`config.mk`:
```
export PLATFORM = sky130hd
export DESIGN_NAME = unpacking_unit
export DESIGN_NICKNAME = d
export VERILOG_FILES = /design/src/rtl/vec_pack_pkg.sv /design/src/rtl/state_transpose.sv /design/src/rtl/unpacking_unit.sv
export SDC_FILE = /design/constraint.sdc
export NUM_CORES = 1
export LEC_CHECK = 0
export CAP_MARGIN = 20
export CORE_MARGIN = 1
export CORE_UTILIZATION = 30
export DETAILED_ROUTE_END_ITERATION = 8
export REMOVE_ABC_BUFFERS = 1
export SLEW_MARGIN = 20
export SYNTH_ARGS = -nofsm -noshare
export SYNTH_HDL_FRONTEND = slang
export SYNTH_SLANG_ARGS = --single-unit
```
`constraint.sdc`:
```
create_clock -name clk -period 1.91 [get_ports clk]
set_input_delay 0.382 -clock clk [delete_from_list [all_inputs] [get_ports clk]]
set_output_delay 0.382 -clock clk [all_outputs]
set_load 0.005 [all_outputs]
```
`src/rtl/vec_pack_pkg.sv`:
```
// Shared types and helpers for the vector ALU pack/unpack stages.
// An AES state block is 16 bytes, column-major, with s0 in the top byte.
package vec_pack_pkg;

    localparam int LANE_W = 32;

    typedef enum logic [1:0] {
        IDLE  = 2'd0,
        BEAT0 = 2'd1,
        BEAT1 = 2'd2
    } unpack_state_t;

    // Byte at row r, column c is s[4c+r].
    // Left-shifting by 8*(4c+r) brings that byte to the top of the vector.
    function automatic logic [7:0] state_byte(input logic [127:0] s,
                                              input logic [1:0]   r,
                                              input logic [1:0]   c);
        logic [127:0] shifted;
        shifted = s << {c, r, 3'b000};
        return shifted[127:120];
    endfunction

endpackage

```
`src/rtl/state_transpose.sv`:
```
// Reorders a column-major AES state into row-major, so that each 32-bit word
// of the result holds one state row {s_r, s_r+4, s_r+8, s_r+12}.
module state_transpose
    import vec_pack_pkg::*;
(
    input  logic [127:0] col_state,
    output logic [127:0] row_state
);

    for (genvar r = 0; r < 4; r++) begin : g_row
        for (genvar c = 0; c < 4; c++) begin : g_col
            assign row_state[127-8*(4*r+c) -: 8] = state_byte(col_state, 2'(r), 2'(c));
        end
    end

endmodule

```
`src/rtl/unpacking_unit.sv`:
```
// Splits one 128-bit AES state into two beats of lane operand pairs, in either
// column order or row order (MixColumns), over a valid/ready handshake.
module unpacking_unit #(
    parameter int LANE_W = 32,
    parameter int CNT_W  = 8
) (
    input  logic              clk,
    input  logic              rst,
    input  logic              flush,
    input  logic              in_valid,
    output logic              in_ready,
    input  logic [127:0]      in_state,
    input  logic              in_mc_mode,
    output logic              out_valid,
    input  logic              out_ready,
    output logic [LANE_W-1:0] out_lane0,
    output logic [LANE_W-1:0] out_lane1,
    output logic              out_last,
    output logic [CNT_W-1:0]  blk_count
);

    import vec_pack_pkg::*;

    unpack_state_t    state_q, state_d;
    logic [127:0]     buf_q, buf_d;
    logic             mode_q, mode_d;
    logic [CNT_W-1:0] cnt_q, cnt_d;

    logic             accept;
    logic             out_hs;
    logic [127:0]     row_state;
    logic [127:0]     sel_state;

    // in_ready looks at out_ready directly so a new block can land in the
    // same cycle the final beat of the previous one drains.
    assign in_ready  = !flush && ((state_q == IDLE) || ((state_q == BEAT1) && out_ready));
    assign accept    = in_valid && in_ready;
    assign out_valid = (state_q == BEAT0) || (state_q == BEAT1);
    assign out_last  = (state_q == BEAT1);
    assign out_hs    = out_valid && out_ready;
    assign blk_count = cnt_q;

    always_comb begin
        state_d = state_q;
        buf_d   = buf_q;
        mode_d  = mode_q;
        cnt_d   = cnt_q;

        if (accept) begin
            buf_d  = in_state;
            mode_d = in_mc_mode;
            cnt_d  = cnt_q + 1'b1;
        end

        case (state_q)
            IDLE:    if (accept) state_d = BEAT0;
            BEAT0:   if (out_hs) state_d = BEAT1;
            BEAT1:   if (out_hs) state_d = accept ? BEAT0 : IDLE;
            default: state_d = IDLE;
        endcase

        // Flush wins over everything except the block counter.
        if (flush) begin
            state_d = IDLE;
            buf_d   = '0;
            mode_d  = 1'b0;
        end
    end

    always_ff @(posedge clk or negedge rst) begin
        if (!rst) begin
            state_q <= IDLE;
            buf_q   <= '0;
            mode_q  <= 1'b0;
            cnt_q   <= '0;
        end else begin
            state_q <= state_d;
            buf_q   <= buf_d;
            mode_q  <= mode_d;
            cnt_q   <= cnt_d;
        end
    end

    state_transpose u_transpose (
        .col_state (buf_q),
        .row_state (row_state)
    );

    assign sel_state = mode_q ? row_state : buf_q;

    // Lanes are zero whenever no beat is being presented.
    always_comb begin
        out_lane0 = '0;
        out_lane1 = '0;
        case (state_q)
            BEAT0: begin
                out_lane0 = sel_state[127:96];
                out_lane1 = sel_state[95:64];
            end
            BEAT1: begin
                out_lane0 = sel_state[63:32];
                out_lane1 = sel_state[31:0];
            end
            default: begin
                out_lane0 = '0;
                out_lane1 = '0;
            end
        endcase
    end

endmodule

```
==> impl_metrics.py, run 1 <==
metrics = {
    "power": {
        "cellPowerDensity_nw_per_um2": 1180,
        "peakVddDrop_v": 0.000614,
        "p_leak_nw": 5.99,
    },
    "sta": {
        "setup_viol": 200,
        "slew_headroom": 0.686,
        "tightest_slew_ns": 0.471,
        "fmax_mhz": 408,
        "fin_crit_sh": 1.28,
        "finalSetupTns_ns": -54.25,
        "skew_ns": 0.00855,
        "setup_ws_ns": -0.544,
        "min_period_ns": 2.45,
        "finalHoldViolCount": 0,
        "rsz0062_at_grt": "true",
        "slew_viol_final": 0,
    },
    "floorplan": {
        "core_um2": 27800,
        "start_util": 0.304,
        "io_pins": 209,
        "die_x_um": 170,
        "die_area_um2": 28800,
        "die_y_um": 170,
        "rows": 61,
    },
    "clock_tree": {
        "cts.sinks": 139,
        "htree_levels": 4,
        "cts_tree": "yes",
        "clockBufferDepth": 2,
        "ctsRootBufferMaster": "clkbuf_16",
        "path_clk_slew_ns": 0.07,
        "numCtsBuffers": 17,
        "clock_latency_ns": 0.42,
    },
    "critical_path": {
        "timing.rr.end": "buf_q[118]",
        "ff2ff_path_depth": 12,
        "worstPathRequired_ns": 1.53,
        "critPathMostFrequentCell": "buf_12",
        "worstReg2RegStart": "state_q[1]",
        "path_delay_family": "buffers and inverters",
        "worstPathMaxFanout": 8,
        "worstPathCellList": "buf_12 > buf_12 > buf_8 > mux2_4 > a22oi_2 > nor2b_1 > buf_2",
        "worst-path-stages": 7,
        "regToRegSetupSlack_ns": -0.29,
        "critPathLaunchType": "register",
        "worstSetupEndpointType": "output pin",
        "crit_arrival_ns": 2.07,
        "path_buf_inv": 4,
        "slowest_delay_ns": 0.54,
        "critical_path.slowest_cell": "dfrtp_4",
        "path_class": "register to output pin",
    },
    "worst_hold_path": {
        "whs_endpoint": "buf_q[54]",
        "hold_depth": 2,
        "hp-class": "input port to register",
        "min_from": "flush",
    },
    "routing": {
        "vias": 8348,
        "drtIter0Drc": 479,
        "drc": 1,
        "detail_route.vias_per_cell": 5.23,
        "wirelength_mm": 33.6,
        "dr.pass1.iters": 6,
        "ant_nets": 0,
        "post_drt_wl_per_cell_um": 21.1,
    },
    "place": {
        "portBuffers": 208,
        "place_area_um2": 11400,
        "dp_cells": 1441,
        "gp_congestion": 0.796,
        "dp_hpwl_mm": 17.5,
    },
    "yosys": {
        "synth_edf_count": 0,
        "yosys_warnings": 0,
        "synth-seq-cells": 139,
        "netlist_instances": 885,
        "synth_xor_area_frac": 0.00725,
        "synth_top_family_by_area": "simple AND/OR/NAND/NOR gates",
        "yosysTopAreaCellShare": 0.412,
        "synth_area_leader_cell": "dfrtp_1",
        "synth_compound_area_frac": 0.161,
        "synth-async-reset-ratio": 1.00,
        "yosysSeqAreaShare": 0.412,
        "synth.distinct_cells": 35,
        "synthAdderAreaFrac": 0.00740,
        "syn-mean-instance-area_um2": 9.55,
        "synth_ff_type": "dfrtp_1",
        "synth_area_leaders": "dfrtp_1 (41%), mux2_2 (8.3%), nand3_1 (7.9%)",
        "synthMuxAreaShare": 0.143,
        "synth_area_um2": 8450,
        "yosys.area_share.simple": 0.209,
    },
    "grt": {
        "grt_max_degree": 74,
        "grt.total_usage": 0.215,
        "grt_pass1_vias": 8094,
        "antenna_found_initial": 2,
        "grt_pass1_wl_mm": 47.3,
        "grt_overflow": 0,
    },
    "final_layout": {
        "drive_gt1_frac": 0.532,
        "finalNonFillerCells": 1595,
        "design_area_um2": 15200,
        "nets": 1341,
        "area_growth_pct": 80.0,
    },
    "run": {
        "maxCapViolCount": 0,
    },
    "run_status": {
        "violations": "DRC, setup timing",
        "status": "finished, violations left",
    },
}
[layout make-up]
type / instances / area [um2]
Antenna cell: 2 / 5.00
Clock buffer: 19 / 443
Clock inverter: 13 / 213
Fill cell: 2379 / 12600
Inverter: 2 / 7.51
Multi-Input combinational cell: 651 / 6100
Sequential cell: 139 / 3480
Tap cell: 378 / 473
Timing Repair Buffer: 391 / 4480
[metal layers]
metal,GRT usage,share of wire,vias to the layer above
li1,-,-,3817
met1,0.290,0.44,4251
met4,0.0627,0.021,0
met5,0,0,-
met3,0.0356,0.045,43
met2,0.353,0.49,237
[worst reg2reg max path, stage by stage (launching register included)]
cell     delay [ns]
dfrtp_1        0.41
buf_6          0.13
ha_4           0.17
buf_12         0.15
buf_12         0.14
buf_16         0.13
buf_6          0.11
a21o_4         0.25
buf_12         0.16
buf_12         0.15
buf_16         0.15
nand3_2        0.07
a21oi_2        0.06
[worst max-delay path by stage]
stage                          to    from  slack, ns
floorplan            blk_count[6]   flush      -3.46
global route         out_lane0[5]  mode_q      -0.62
global placement    out_lane0[20]  mode_q      -0.29
detailed placement   out_lane1[8]  mode_q      -0.31
CTS                  out_lane1[5]  mode_q      -0.60
finish               out_lane0[5]  mode_q      -0.54
[registers in the layout, summed over array words and instances, names as in the netlist]
| signal | cells |
|---|---|
| blk_count | 8 |
| buf_q | 128 |
| mode_q | 1 |
| state_q | 2 |
[cell usage in the layout, fill, tap and decap left out, types with 32 or more instances in the layout]
cell type | netlist | final
mux2_2 | 62 | 40
buf_2 | 44 | 48
o21ai_1 | 41 | 57
nand2b_1 | 97 | 97
o21ai_2 | 0 | 40
clkdlybuf4s50_1 | 0 | 139
a22oi_2 | 1 | 61
mux2_4 | 29 | 58
buf_12 | 0 | 46
nor2b_1 | 65 | 62
buf_6 | 7 | 40
buf_4 | 11 | 60
nand3_2 | 0 | 89
nand3_4 | 0 | 38
dfrtp_1 | 139 | 138
o21ai_0 | 88 | 32
[where the power goes]
group,switching (W),total (W),internal (W)
Combinational,0.00472,0.0104,0.00566
Clock,0.00142,0.00378,0.00237
Sequential,0.000426,0.00386,0.00343
Total,0.00656,0.0180,0.0115
[synthesized netlist by cell type, types with 3 or more instances]
library cell and n:
nor2b_1 65, buf_2 44, ha_1 5, buf_4 11
nor3_1 3, dfrtp_1 139, a21oi_1 34, buf_6 7
o21ai_0 88, mux2_4 29, xnor2_1 5, mux2_1 7
clkbuf_1 27, clkbuf_2 4, nand2b_1 97, nand3_1 133
o21ai_1 41, a22oi_1 63, mux2_2 62
[metrics by stage]
stage                     total power, W  worst slack (ns)  hold slack (ns)  utilization
after floorplan                  0.00609             -3.46           0.0864            -
after global placement           0.00905            -0.294            0.305        0.410
after detailed placement         0.00913            -0.308            0.305        0.410
after CTS                         0.0168            -0.604            0.238        0.502
after global routing              0.0187            -0.623            0.244        0.548
final                             0.0180            -0.544            0.254        0.548
[timing repair]
action | in CTS | in global routing
resized for setup | 454 | 303
endpoints found under the setup margin | 182 | 201
endpoints found under the hold margin | 31 | 0
buffers inserted | 75 | 32
hold buffers | 1 | 0
pin swaps | 50 | 86
gates cloned | 23 | 9
[cells by family after synthesis]
logic type,count (synthesis)
AND/OR/NAND/NOR,307
AO/OA/AOI/OAI,234
flip-flops,139
multiplexers,98
buffers and inverters,95
XOR/XNOR,7
adder cells (fa/ha/maj),5
(Power assumes the default switching activity.)
==> inputs of run 2 (changes only) <==
--- a/config.mk
+++ b/config.mk
@@ -8,6 +8,7 @@
 export CAP_MARGIN = 20
 export CORE_MARGIN = 1
 export CORE_UTILIZATION = 30
+export CTS_CLUSTER_SIZE = 28
 export DETAILED_ROUTE_END_ITERATION = 8
 export REMOVE_ABC_BUFFERS = 1
 export SLEW_MARGIN = 20
==> results of run 2 <==
No change in the layout: final DEF, timing and power equal those of run 1.
==> inputs of run 3 (changes only) <==
--- a/config.mk
+++ b/config.mk
@@ -11,6 +11,7 @@
 export CTS_CLUSTER_SIZE = 28
 export DETAILED_ROUTE_END_ITERATION = 8
 export REMOVE_ABC_BUFFERS = 1
+export SETUP_SLACK_MARGIN = 0.15
 export SLEW_MARGIN = 20
 export SYNTH_ARGS = -nofsm -noshare
 export SYNTH_HDL_FRONTEND = slang
==> impl_metrics.py, run 3 (synthesis results as in run 1) <==
metrics = {
    "grt": {
        "grt_pass1_vias": 8097,
        "grt_max_degree": 74,
        "grt_use_met1": 0.290,
        "grt.total_usage": 0.215,
        "grt_overflow": 0,
        "grt_pass1_wl_mm": 47.0,
        "use_met2": 0.356,
        "busiest_layer": "met2",
        "antenna_found_initial": 1,
        "met3_usage": 0.0323,
    },
    "floorplan": {
        "start_util": 0.304,
        "io_pins": 209,
        "die_area_um2": 28800,
        "rows": 61,
        "die_x_um": 170,
        "core_um2": 27800,
        "die_y_um": 170,
    },
    "routing": {
        "wirelength_mm": 35.4,
        "post_drt_wl_per_cell_um": 22.1,
        "detail_route.vias_per_cell": 5.28,
        "ant_nets": 0,
        "vias": 8487,
        "drtIter0Drc": 496,
        "drc": 1,
        "dr.pass1.iters": 6,
    },
    "critical_path": {
        "crit_arrival_ns": 2.09,
        "worstPathRequired_ns": 1.53,
        "worstSetupEndpointType": "output pin",
        "worstPathMaxFanout": 8,
        "critPathLaunchType": "register",
        "path_class": "register to output pin",
    },
    "final_layout": {
        "design_area_um2": 15800,
        "fin_util": 0.568,
        "layout_commonest_cell": "clkdlybuf4s50_1",
        "final_cell_mix": "clkdlybuf4s50_1 (138), dfrtp_1 (136), nand2b_1 (97)",
        "nets": 1353,
        "area_growth_pct": 86.7,
        "drive_gt1_frac": 0.557,
        "fillers": 2318,
        "largest_reg_flops": 128,
        "regMostFlops": "buf_q",
    },
    "clock_tree": {
        "ctsRootBufferMaster": "clkbuf_16",
        "numCtsBuffers": 17,
        "clockBufferDepth": 2,
        "path_clk_slew_ns": 0.07,
        "htree_levels": 4,
        "cts_tree": "yes",
        "clock_latency_ns": 0.43,
        "cts.sinks": 139,
    },
    "sta": {
        "tightest_slew_ns": 0.492,
        "slew_headroom": 0.672,
        "holdWs_ns": 0.247,
        "rsz0062_at_grt": "true",
        "fmax_mhz": 404,
        "setup_viol": 200,
        "finalHoldViolCount": 0,
        "setup_ws_ns": -0.566,
        "slew_viol_final": 0,
        "finalSetupTns_ns": -55.58,
        "min_period_ns": 2.48,
        "fin_crit_sh": 1.30,
        "skew_ns": 0.0231,
    },
    "run": {
        "maxCapViolCount": 0,
    },
    "power": {
        "switchingPower_w": 0.00685,
        "power_frac_comb": 0.592,
        "intPower_w": 0.0119,
        "p_leak_nw": 6.21,
        "swShare": 0.366,
        "clockPowerShare": 0.203,
        "peakVddDrop_v": 0.000581,
        "cellPowerDensity_nw_per_um2": 1190,
        "p_seq_frac": 0.205,
    },
    "place": {
        "gp_congestion": 0.796,
        "place_area_um2": 11400,
        "dp_hpwl_mm": 17.5,
        "portBuffers": 208,
    },
    "run_status": {
        "status": "finished, violations left",
        "violations": "DRC, setup timing",
    },
    "worst_hold_path": {
        "hp-class": "input port to register",
    },
}
[run 3: cell types whose count changed in the layout (fill, tap and decap cells not counted), moves of 4 or more]
cell,change
a21oi_1,-6
a21oi_2,+6
buf_4,-8
buf_6,+4
clkbuf_16,+13
nand3_2,-13
nand3_4,+10
o21ai_1,-19
o21ai_2,+19
[run 3: worst paths after layout]
kind                              startpoint       endpoint  slack [ns]  cells after the start
worst max-delay path                  mode_q  out_lane0[15]       -0.57                      8
worst min-delay path                   flush     buf_q[102]        0.25                      2
worst max register to register    state_q[1]      buf_q[61]       -0.42                     13
worst min register to register  blk_count[5]   blk_count[5]        0.50                      1
max in group asynchronous                rst   blk_count[2]        0.83                      3
min in group asynchronous                rst     buf_q[100]        0.42                      2
[run 3: final cells by class]
cell class                 count  area (um2)  area share
tap                          378         473      0.0300
antenna                        1        2.50    0.000159
sequential                   139        3480       0.221
multi-input combinational    653        6310       0.400
timing repair buffer         401        4850       0.307
inverter                       2        7.51    0.000476
clock inverter                13         213      0.0135
clock buffer                  19         443      0.0281
[run 3: per-stage QoR]
| stage | power [W] | cells | worst slack, ns |
|---|---|---|---|
| global placement | 0.00905 | 1441 | -0.294 |
| finish | 0.0187 | 1606 | -0.566 |
| floorplan | 0.00609 | 792 | -3.46 |
| global route | 0.0194 | 1606 | -0.632 |
| detailed placement | 0.00913 | 1441 | -0.308 |
| CTS | 0.0160 | 1556 | -0.582 |
[run 3: power groups by stage]
| stage | Clock (W) | Combinational [W] | Sequential (W) |
|---|---|---|---|
| 2_1_floorplan | 0 | 0.00231 | 0.00377 |
| 3_3_place_gp | 0 | 0.00522 | 0.00383 |
| 3_5_place_dp | 0 | 0.00528 | 0.00385 |
| 4_1_cts | 0.00385 | 0.00835 | 0.00383 |
| 5_1_grt | 0.00399 | 0.0115 | 0.00391 |
| 6_report | 0.00380 | 0.0111 | 0.00384 |
[run 3: per-layer routing]
metal	part of all wire	vias to the layer above
li1	-	3859
met1	0.44	4304
met2	0.49	267
met3	0.048	57
met4	0.025	0
met5	0	-
[run 3: worst max-delay path, cell delays in order (launching register included)]
cell and delay, ns:
dfrtp_4 0.55, buf_12 0.17, buf_12 0.12, buf_12 0.13
buf_6 0.11, mux2_4 0.29, a22oi_2 0.12, nor2b_1 0.07
buf_2 0.13
[run 3: repair_timing]
| action | 4_1_cts | 5_1_grt |
|---|---|---|
| hold buffers | 1 | 0 |
| cloned | 20 | 22 |
| buffers inserted | 62 | 27 |
| hold endpoints to repair | 31 | 0 |
| endpoints found under the setup margin | 209 | 210 |
| gates resized for setup | 462 | 303 |
| pin swaps | 63 | 130 |
